==> src/rtl/imem_fetch_pkg.sv <==
// Shared widths and defaults for the instruction fetch sequencer.
// Imported by the skid FIFO and the fetch controller.
package imem_fetch_pkg;

  localparam int DEF_DATA_WIDTH = 32;
  localparam int DEF_ADDR_WIDTH = 10;
  localparam int DEF_RESET_PC   = 0;
  localparam int DEF_FIFO_DEPTH = 2;

  localparam int FETCH_ENTRY_W =
    DEF_DATA_WIDTH + DEF_ADDR_WIDTH;

  function automatic int cnt_w(input int depth);
    return $clog2(depth + 1);
  endfunction

endpackage

==> src/rtl/fetch_skid_fifo.sv <==
// Small synchronous FIFO of {pc, word} entries between ROM and decode.
// Flush wins over push; a pop alongside a flush is simply absorbed.
module fetch_skid_fifo
  import imem_fetch_pkg::*;
#(
  parameter int W     = FETCH_ENTRY_W,
  parameter int DEPTH = DEF_FIFO_DEPTH,
  localparam int CW   = cnt_w(DEPTH)
) (
  input  logic          clk,
  input  logic          rst_n,
  input  logic          push_i,
  input  logic [W-1:0]  wdata_i,
  input  logic          pop_i,
  input  logic          flush_i,
  output logic [W-1:0]  rdata_o,
  output logic [CW-1:0] count_o
);

  localparam int PW = (DEPTH > 1) ? $clog2(DEPTH) : 1;

  logic [W-1:0]  mem_q [DEPTH];
  logic [PW-1:0] wr_q;
  logic [PW-1:0] rd_q;
  logic [CW-1:0] cnt_q;

  function automatic logic [PW-1:0] nxt(
    input logic [PW-1:0] p
  );
    return (p == PW'(DEPTH - 1)) ? '0 : p + 1'b1;
  endfunction

  always_ff @(posedge clk or negedge rst_n) begin
    if (!rst_n) begin
      for (int i = 0; i < DEPTH; i++) begin
        mem_q[i] <= '0;
      end
      wr_q  <= '0;
      rd_q  <= '0;
      cnt_q <= '0;
    end else if (flush_i) begin
      wr_q  <= '0;
      rd_q  <= '0;
      cnt_q <= '0;
    end else begin
      if (push_i) begin
        mem_q[wr_q] <= wdata_i;
        wr_q        <= nxt(wr_q);
      end
      if (pop_i) begin
        rd_q <= nxt(rd_q);
      end
      cnt_q <= cnt_q + CW'(push_i) - CW'(pop_i);
    end
  end

  assign rdata_o = mem_q[rd_q];
  assign count_o = cnt_q;

endmodule

==> src/rtl/imem_fetch_ctrl.sv <==
// Fetch sequencer: owns the fetch PC, tracks the ROM's registered read
// and hands words to decode through a skid FIFO with redirect flush.
module imem_fetch_ctrl
  import imem_fetch_pkg::*;
#(
  parameter int DATA_WIDTH = DEF_DATA_WIDTH,
  parameter int ADDR_WIDTH = DEF_ADDR_WIDTH,
  parameter int RESET_PC   = DEF_RESET_PC,
  parameter int FIFO_DEPTH = DEF_FIFO_DEPTH
) (
  input  logic                  clk,
  input  logic                  rst,
  output logic [ADDR_WIDTH-1:0] imem_addr,
  input  logic [DATA_WIDTH-1:0] imem_data,
  input  logic                  redirect_valid,
  input  logic [ADDR_WIDTH-1:0] redirect_pc,
  input  logic                  halt,
  output logic                  inst_valid,
  input  logic                  inst_ready,
  output logic [DATA_WIDTH-1:0] inst_data,
  output logic [ADDR_WIDTH-1:0] inst_pc
);

  localparam int EW = DATA_WIDTH + ADDR_WIDTH;
  localparam int CW = cnt_w(FIFO_DEPTH);
  localparam logic [CW:0] DEPTH_C = (CW + 1)'(FIFO_DEPTH);

  logic [ADDR_WIDTH-1:0] fetch_pc_q;
  logic [ADDR_WIDTH-1:0] fetch_pc_d;
  logic [ADDR_WIDTH-1:0] pc_q;
  logic                  inflight_q;
  logic                  kill_q;
  logic [CW-1:0]         count;
  logic [EW-1:0]         head;
  logic [CW:0]           occ;
  logic                  pop;
  logic                  push;
  logic                  issue;

  assign pop  = inst_valid & inst_ready;
  assign push = inflight_q & ~kill_q;

  // Occupancy counts the word already in flight so the FIFO never overflows.
  assign occ = {1'b0, count}
             + (CW + 1)'(inflight_q)
             - (CW + 1)'(pop);

  assign issue = !halt && !redirect_valid && (occ < DEPTH_C);

  always_comb begin
    fetch_pc_d = fetch_pc_q;
    unique case (1'b1)
      redirect_valid: fetch_pc_d = redirect_pc;
      issue:          fetch_pc_d = fetch_pc_q + 1'b1;
      default:        fetch_pc_d = fetch_pc_q;
    endcase
  end

  always_ff @(posedge clk or negedge rst) begin
    if (!rst) begin
      fetch_pc_q <= ADDR_WIDTH'(RESET_PC);
      pc_q       <= '0;
      inflight_q <= 1'b0;
      kill_q     <= 1'b0;
    end else begin
      fetch_pc_q <= fetch_pc_d;
      inflight_q <= issue;
      kill_q     <= redirect_valid;
      if (issue) begin
        pc_q <= fetch_pc_q;
      end
    end
  end

  fetch_skid_fifo #(
    .W     (EW),
    .DEPTH (FIFO_DEPTH)
  ) u_fifo (
    .clk     (clk),
    .rst_n   (rst),
    .push_i  (push),
    .wdata_i ({pc_q, imem_data}),
    .pop_i   (pop),
    .flush_i (redirect_valid),
    .rdata_o (head),
    .count_o (count)
  );

  assign imem_addr  = fetch_pc_q;
  assign inst_valid = (count != '0);
  assign inst_pc    = head[EW-1:DATA_WIDTH];
  assign inst_data  = head[DATA_WIDTH-1:0];

endmodule

==> config.mk <==
export PLATFORM = sky130hd
export DESIGN_NAME = imem_fetch_ctrl
export DESIGN_NICKNAME = d
export VERILOG_FILES = /design/src/rtl/imem_fetch_pkg.sv /design/src/rtl/fetch_skid_fifo.sv /design/src/rtl/imem_fetch_ctrl.sv
export SDC_FILE = /design/constraint.sdc
export NUM_CORES = 1
export LEC_CHECK = 0
export CAP_MARGIN = 20
export CORE_UTILIZATION = 45
export DETAILED_ROUTE_END_ITERATION = 8
export PLACE_DENSITY = 0.75
export SYNTH_ARGS = -nofsm -noshare
export SYNTH_HDL_FRONTEND = slang
export SYNTH_HIERARCHICAL = 1
export SYNTH_SLANG_ARGS = --single-unit
==> constraint.sdc <==
create_clock -name clk -period 4.3 [get_ports clk]
set_input_delay 0.43 -clock clk [delete_from_list [all_inputs] [get_ports clk]]
set_output_delay 0.43 -clock clk [all_outputs]
set_load 0.03 [all_outputs]
==> results.py, run 1 <==
metrics = {
    "outcome": {
        "status": "finished clean",
    },
    "clock_tree": {
        "ctsResizeCount": 0,
        "clock_sinks": 110,
        "path_clk_slew_ps": 100,
        "clk_latency_ps": 370,
        "clockBufferDepth": 2,
        "cts_root_buf": "clkbuf_8",
        "cts_tree": "yes",
        "numCtsBuffers": 9,
        "hold_buffers": 0,
        "htree_levels": 3,
        "postCtsSetupBuffers": 0,
    },
    "detailed_routing": {
        "drc": 0,
        "vias_per_cell": 5.28,
        "first_pass_iters": 4,
        "vias": 3120,
        "drt_iter0_markers": 122,
        "post_drt_wl_per_cell_um": 16.7,
        "totalWireLength_um": 9870,
        "ant_nets": 0,
    },
    "yosys": {
        "synthCells": 352,
        "yosysWarnings": 6,
        "ys_ff_latch": 110,
        "synth_edf_count": 0,
        "async_flop_share": 1.00,
        "ys_seq_area_frac": 0.561,
        "avgSynthCellArea_um2": 14.0,
        "synth_ff_type": "dfrtp_1",
        "syn_area_um2": 4910,
        "synth_nets": 404,
        "synth.distinct_cells": 40,
    },
    "worst_setup_path": {
        "cp-end-kind": "flop",
        "crit_path_top_delay_cell": "or3_1",
        "start_kind": "flop",
        "path_cells": "or2_2 > and2_1 > ha_1 > nand2b_1 > fa_1 > xor2_1 > or3_1 > inv_1 > a211oi_1 > a21oi_1",
        "path_max_fanout": 24,
        "crit_arrival_ps": 3820,
        "critPathMaxStageDelay_ps": 650,
        "cp_num_buf_inv": 1,
        "crit_family": "simple AND/OR/NAND/NOR gates",
        "cp_data_required_time_ps": 4550,
        "path_class": "flop to flop",
    },
    "floorplan": {
        "row_count": 37,
        "core-area_um2": 10500,
        "die_h_um": 106,
        "die-area_um2": 11300,
        "initial_utilization": 0.469,
        "io_pins": 100,
        "die_w_um": 106,
    },
    "finish": {
        "area_growth_pct": 26.5,
        "nets": 503,
        "layout_commonest_cell": "mux2_2",
        "drive_gt1_frac": 0.330,
        "final_util": 0.594,
        "final_cell_mix": "123 x mux2_2, 109 x dfrtp_1, 98 x clkdlybuf4s50_1, 34 x nand2_1, 10 x clkbuf_8",
        "fin_area_um2": 6210,
        "antennaDiodeCount": 0,
    },
    "timing": {
        "fin_skew_ps": 11.7,
        "period_minus_slack_ps": 3570,
        "period_share": 0.830,
        "whs_ps": 23.9,
        "finalWorstSetupSlack_ps": 731,
        "clock.fmax_ghz": 0.280,
        "relSlewSlack": 0.506,
        "finalSetupViolCount": 0,
        "finalHoldViolations": 0,
        "report.final.slew_viol_count": 0,
        "worst_pin_slew_ps": 741,
        "rsz0062_at_grt": "false",
        "tns_ps": 0,
    },
    "power_and_ir_drop": {
        "power.density_nw_per_um2": 730,
        "power.net_switching_uw": 1690,
        "seq_power_share": 0.376,
        "p_clk_frac": 0.135,
        "switching_share": 0.373,
        "max-vdd-ir-drop_v": 0.000357,
        "combinationalPowerShare": 0.489,
        "p_int_uw": 2840,
        "power.leakage_uw": 0.00281,
    },
    "global_routing": {
        "grt_pass1_wl_um": 16600,
        "overflow": 0,
        "antenna_found_initial": 0,
        "grt.total_usage": 0.190,
        "grt_pass1_vias": 3374,
        "grt_start_max_net_pins": 82,
    },
    "placement": {
        "dp_slack_ps": 643,
        "port_buffers": 99,
        "globalplace.congestion": 0.877,
        "post_dp_cell_area_um2": 5980,
        "dp_hpwl_um": 6480,
    },
    "hold_path": {
        "hp-class": "input pin to asynchronous set/reset pin",
    },
    "job": {
        "drv_cap": 0,
    },
}
[final timing paths]
check | start | end | slack [ps] | depth (start not counted)
worst max-delay path | u_fifo/count_o[1] | imem_addr[0] | 730 | 10
worst min-delay path | rst | u_fifo/mem_q[4] | 20 | 1
worst max register to register | u_fifo/count_o[1] | imem_addr[0] | 730 | 10
worst min register to register | u_fifo/mem_q[62] | u_fifo/mem_q[62] | 490 | 1
max in group asynchronous | rst | u_fifo/mem_q[36] | 3250 | 3
min in group clk | u_fifo/mem_q[62] | u_fifo/mem_q[62] | 490 | 1
[stage by stage]
stage          std cells  power (uW)
3_5_place_dp         574        3940
5_1_grt              591        4800
4_1_cts              589        4560
2_1_floorplan        352        3150
6_report             591        4540
3_3_place_gp         574        3860
[sequential cells by signal, indices dropped and copies added, names as in the netlist]
name and flops:
imem_addr 10, inflight_q 1, kill_q 1, pc_q 10, u_fifo/count_o 2, u_fifo/mem_q 84
u_fifo/rd_q 1, u_fifo/wr_q 1
[Yosys cell counts (2+ instances only)]
cell,instances,area share
nor2_1,6,0.0046
clkbuf_8,4,0.011
o21ai_0,2,0.0020
a211oi_1,3,0.0046
nor2b_1,2,0.0025
a221o_1,2,0.0041
inv_1,8,0.0061
o311ai_1,3,0.0054
nand2b_1,2,0.0025
buf_4,4,0.0061
nand4_1,2,0.0025
mux2_2,123,0.28
mux2_1,3,0.0069
o311ai_0,5,0.0089
dfrtp_1,110,0.56
buf_2,8,0.0082
ha_1,4,0.010
xnor2_1,2,0.0036
clkbuf_1,2,0.0015
nand3_1,4,0.0041
nand2_1,34,0.026
[metal layers]
metal	part of all wire	track usage
met1	0.45	0.261
met2	0.46	0.289
met3	0.062	0.0405
met4	0.023	0.0861
met5	0	0
[power groups by stage]
stage / registers (uW) / logic [uW] / clock network, uW
2_1_floorplan: 1680 / 1470 / 0
3_3_place_gp: 1750 / 2110 / 0
3_5_place_dp: 1780 / 2160 / 0
4_1_cts: 1760 / 2170 / 632
5_1_grt: 1770 / 2360 / 680
6_report: 1710 / 2220 / 612
[cell families (layout without fill, tap and decap cells)]
logic type      count (synthesis)  after routing  synth area share
fa+ha+maj                       5              5            0.0143
flops                         110            110             0.561
buf+inv                        26            129            0.0331
xor+xnor                        4              4           0.00994
simple gates                   61             61            0.0611
compound gates                 20             20            0.0321
mux                           126            126             0.289
[final cells by class]
cell class / count / area [um^2]
Fill cell: 849 / 4250
Multi-Input combinational cell: 216 / 2000
Inverter: 8 / 30.0
Timing Repair Buffer: 106 / 1070
Tap cell: 136 / 170
Clock buffer: 11 / 141
Sequential cell: 110 / 2750
Clock inverter: 4 / 47.5
No activity file was read; power rests on OpenSTA's default activity.
==> run 2, diff against run 1 <==
- clock period: 4.3 -> 3.4 ns (I/O delays scaled with it)
==> results.py, run 2 (synthesis gave the netlist of run 1 again) <==
metrics = {
    "outcome": {
        "status": "finished clean",
    },
    "timing": {
        "relSlewSlack": 0.471,
        "period_minus_slack_ps": 3140,
        "finalHoldViolations": 0,
        "finalWorstSetupSlack_ps": 260,
        "tns_ps": 0,
        "rsz0062_at_grt": "false",
        "worst_pin_slew_ps": 794,
        "finalSetupViolCount": 0,
        "period_share": 0.924,
        "fin_skew_ps": 15.2,
        "report.final.slew_viol_count": 0,
        "clock.fmax_ghz": 0.318,
    },
    "placement": {
        "port_buffers": 99,
        "dp.cells": 577,
        "globalplace.congestion": 0.921,
        "dp_hpwl_um": 6480,
        "dp_slack_ps": 304,
    },
    "floorplan": {
        "die_w_um": 106,
        "row_count": 37,
        "die_h_um": 106,
        "io_pins": 100,
        "core-area_um2": 10500,
        "die-area_um2": 11300,
        "initial_utilization": 0.469,
    },
    "worst_setup_path": {
        "path_max_fanout": 5,
        "critPathMaxStageDelay_ps": 530,
        "path_cells": "or2_2 > and2_1 > ha_1 > nand2b_1 > fa_1 > xor2_1 > or3_1 > or4_1 > nand3_1",
        "start_kind": "flop",
        "crit_path_top_delay_cell": "or4_1",
        "startpoint": "u_fifo/count_o[1]",
        "r2r_start": "u_fifo/count_o[1]",
        "path_class": "flop to flop",
        "cp-end-kind": "flop",
        "cp_data_required_time_ps": 3700,
        "crit_arrival_ps": 3440,
    },
    "global_routing": {
        "grt.total_usage": 0.186,
        "overflow": 0,
        "grt_pass1_wl_um": 16400,
        "grt_pass1_vias": 3294,
        "antenna_found_initial": 0,
        "grt_start_max_net_pins": 62,
    },
    "detailed_routing": {
        "ant_nets": 0,
        "first_pass_iters": 4,
        "drc": 0,
        "post_drt_wl_per_cell_um": 16.3,
        "vias_per_cell": 5.38,
        "drt_iter0_markers": 96,
        "totalWireLength_um": 9650,
        "vias": 3193,
    },
    "job": {
        "drv_cap": 0,
    },
    "clock_tree": {
        "ctsResizeCount": 0,
        "postCtsSetupBuffers": 0,
        "cts_root_buf": "clkbuf_8",
        "path_clk_slew_ps": 110,
        "htree_levels": 3,
        "cts_tree": "yes",
        "clockBufferDepth": 2,
        "hold_buffers": 0,
        "numCtsBuffers": 9,
        "clk_latency_ps": 370,
        "clock_sinks": 110,
    },
    "finish": {
        "antennaDiodeCount": 0,
        "seq_area_um2": 2750,
        "area_growth_pct": 26.8,
        "nFillCells": 832,
        "nets": 504,
        "drive_gt1_frac": 0.333,
        "multiInputGateArea_um2": 2000,
        "largest_reg_flops": 84,
        "layout_commonest_cell": "mux2_2",
        "final_cell_mix": "123 x mux2_2, 109 x dfrtp_1, 98 x clkdlybuf4s50_1, 34 x nand2_1, 9 x clkbuf_8",
        "top_register": "u_fifo/mem_q",
        "final_util": 0.595,
        "layout.cells.non_filler": 593,
    },
    "power_and_ir_drop": {
        "power.leakage_uw": 0.00282,
        "power.density_nw_per_um2": 926,
        "max-vdd-ir-drop_v": 0.000424,
    },
    "hold_path": {
        "hp-class": "input pin to asynchronous set/reset pin",
    },
}
-- run 2: changes by cell type in the layout (fill, tap and decap cells not counted), sizes merged --
cell and change:
buf +1, clkbuf -1, clkinvlp -1, inv +3
-- run 2: report_power, final --
group          internal, uW  switching (uW)
sequential             1840             336
clock                   354             453
combinational          1400            1380
-- run 2: final timing paths --
| check | endpoint | slack, ps | cells after the start |
|---|---|---|---|
| max in group asynchronous | u_fifo/mem_q[67] | 2600 | 2 |
| min in group clk | u_fifo/mem_q[61] | 500 | 1 |
| hold / removal | u_fifo/mem_q[19] | 20 | 1 |
| hold reg to reg | u_fifo/mem_q[61] | 500 | 1 |
| setup reg to reg | imem_addr[6] | 260 | 9 |
| setup / recovery | imem_addr[6] | 260 | 9 |
-- run 2: layer usage --
| metal | track usage | vias to the layer above | part of all wire |
|---|---|---|---|
| met2 | 0.283 | 120 | 0.46 |
| met1 | 0.266 | 1600 | 0.46 |
| li1 | - | 1459 | - |
| met5 | 0 | - | 0 |
| met3 | 0.0368 | 14 | 0.061 |
| met4 | 0.0607 | 0 | 0.018 |
-- run 2: final cells by class --
class                   count  share of cell area
inverters                   8             0.00482
clock buffers              10              0.0205
multi-input cells         216               0.320
well taps                 136              0.0273
repair buffers            107               0.172
flip-flops and latches    110               0.442
clock inverters             6              0.0123
-- run 2: critical path, delay by kind of cell (launching register included) --
| kind | cells | cell delay, ps |
|---|---|---|
| xor+xnor | 1 | 230 |
| simple gates | 6 | 1740 |
| fa+ha+maj | 2 | 640 |
| flops | 1 | 450 |
-- run 2: per-stage QoR --
| step | instance area [um^2] | hold slack [ps] | total power [uW] |
|---|---|---|---|
| 5_1_grt | 6230 | 67.3 | 6130 |
| 4_1_cts | 6230 | 51.8 | 5830 |
| 6_report | 6230 | 15.1 | 5770 |
| 3_5_place_dp | 6020 | 464 | 5010 |
| 2_1_floorplan | 4910 | 44.4 | 3980 |
| 3_3_place_gp | 6020 | 457 | 4920 |
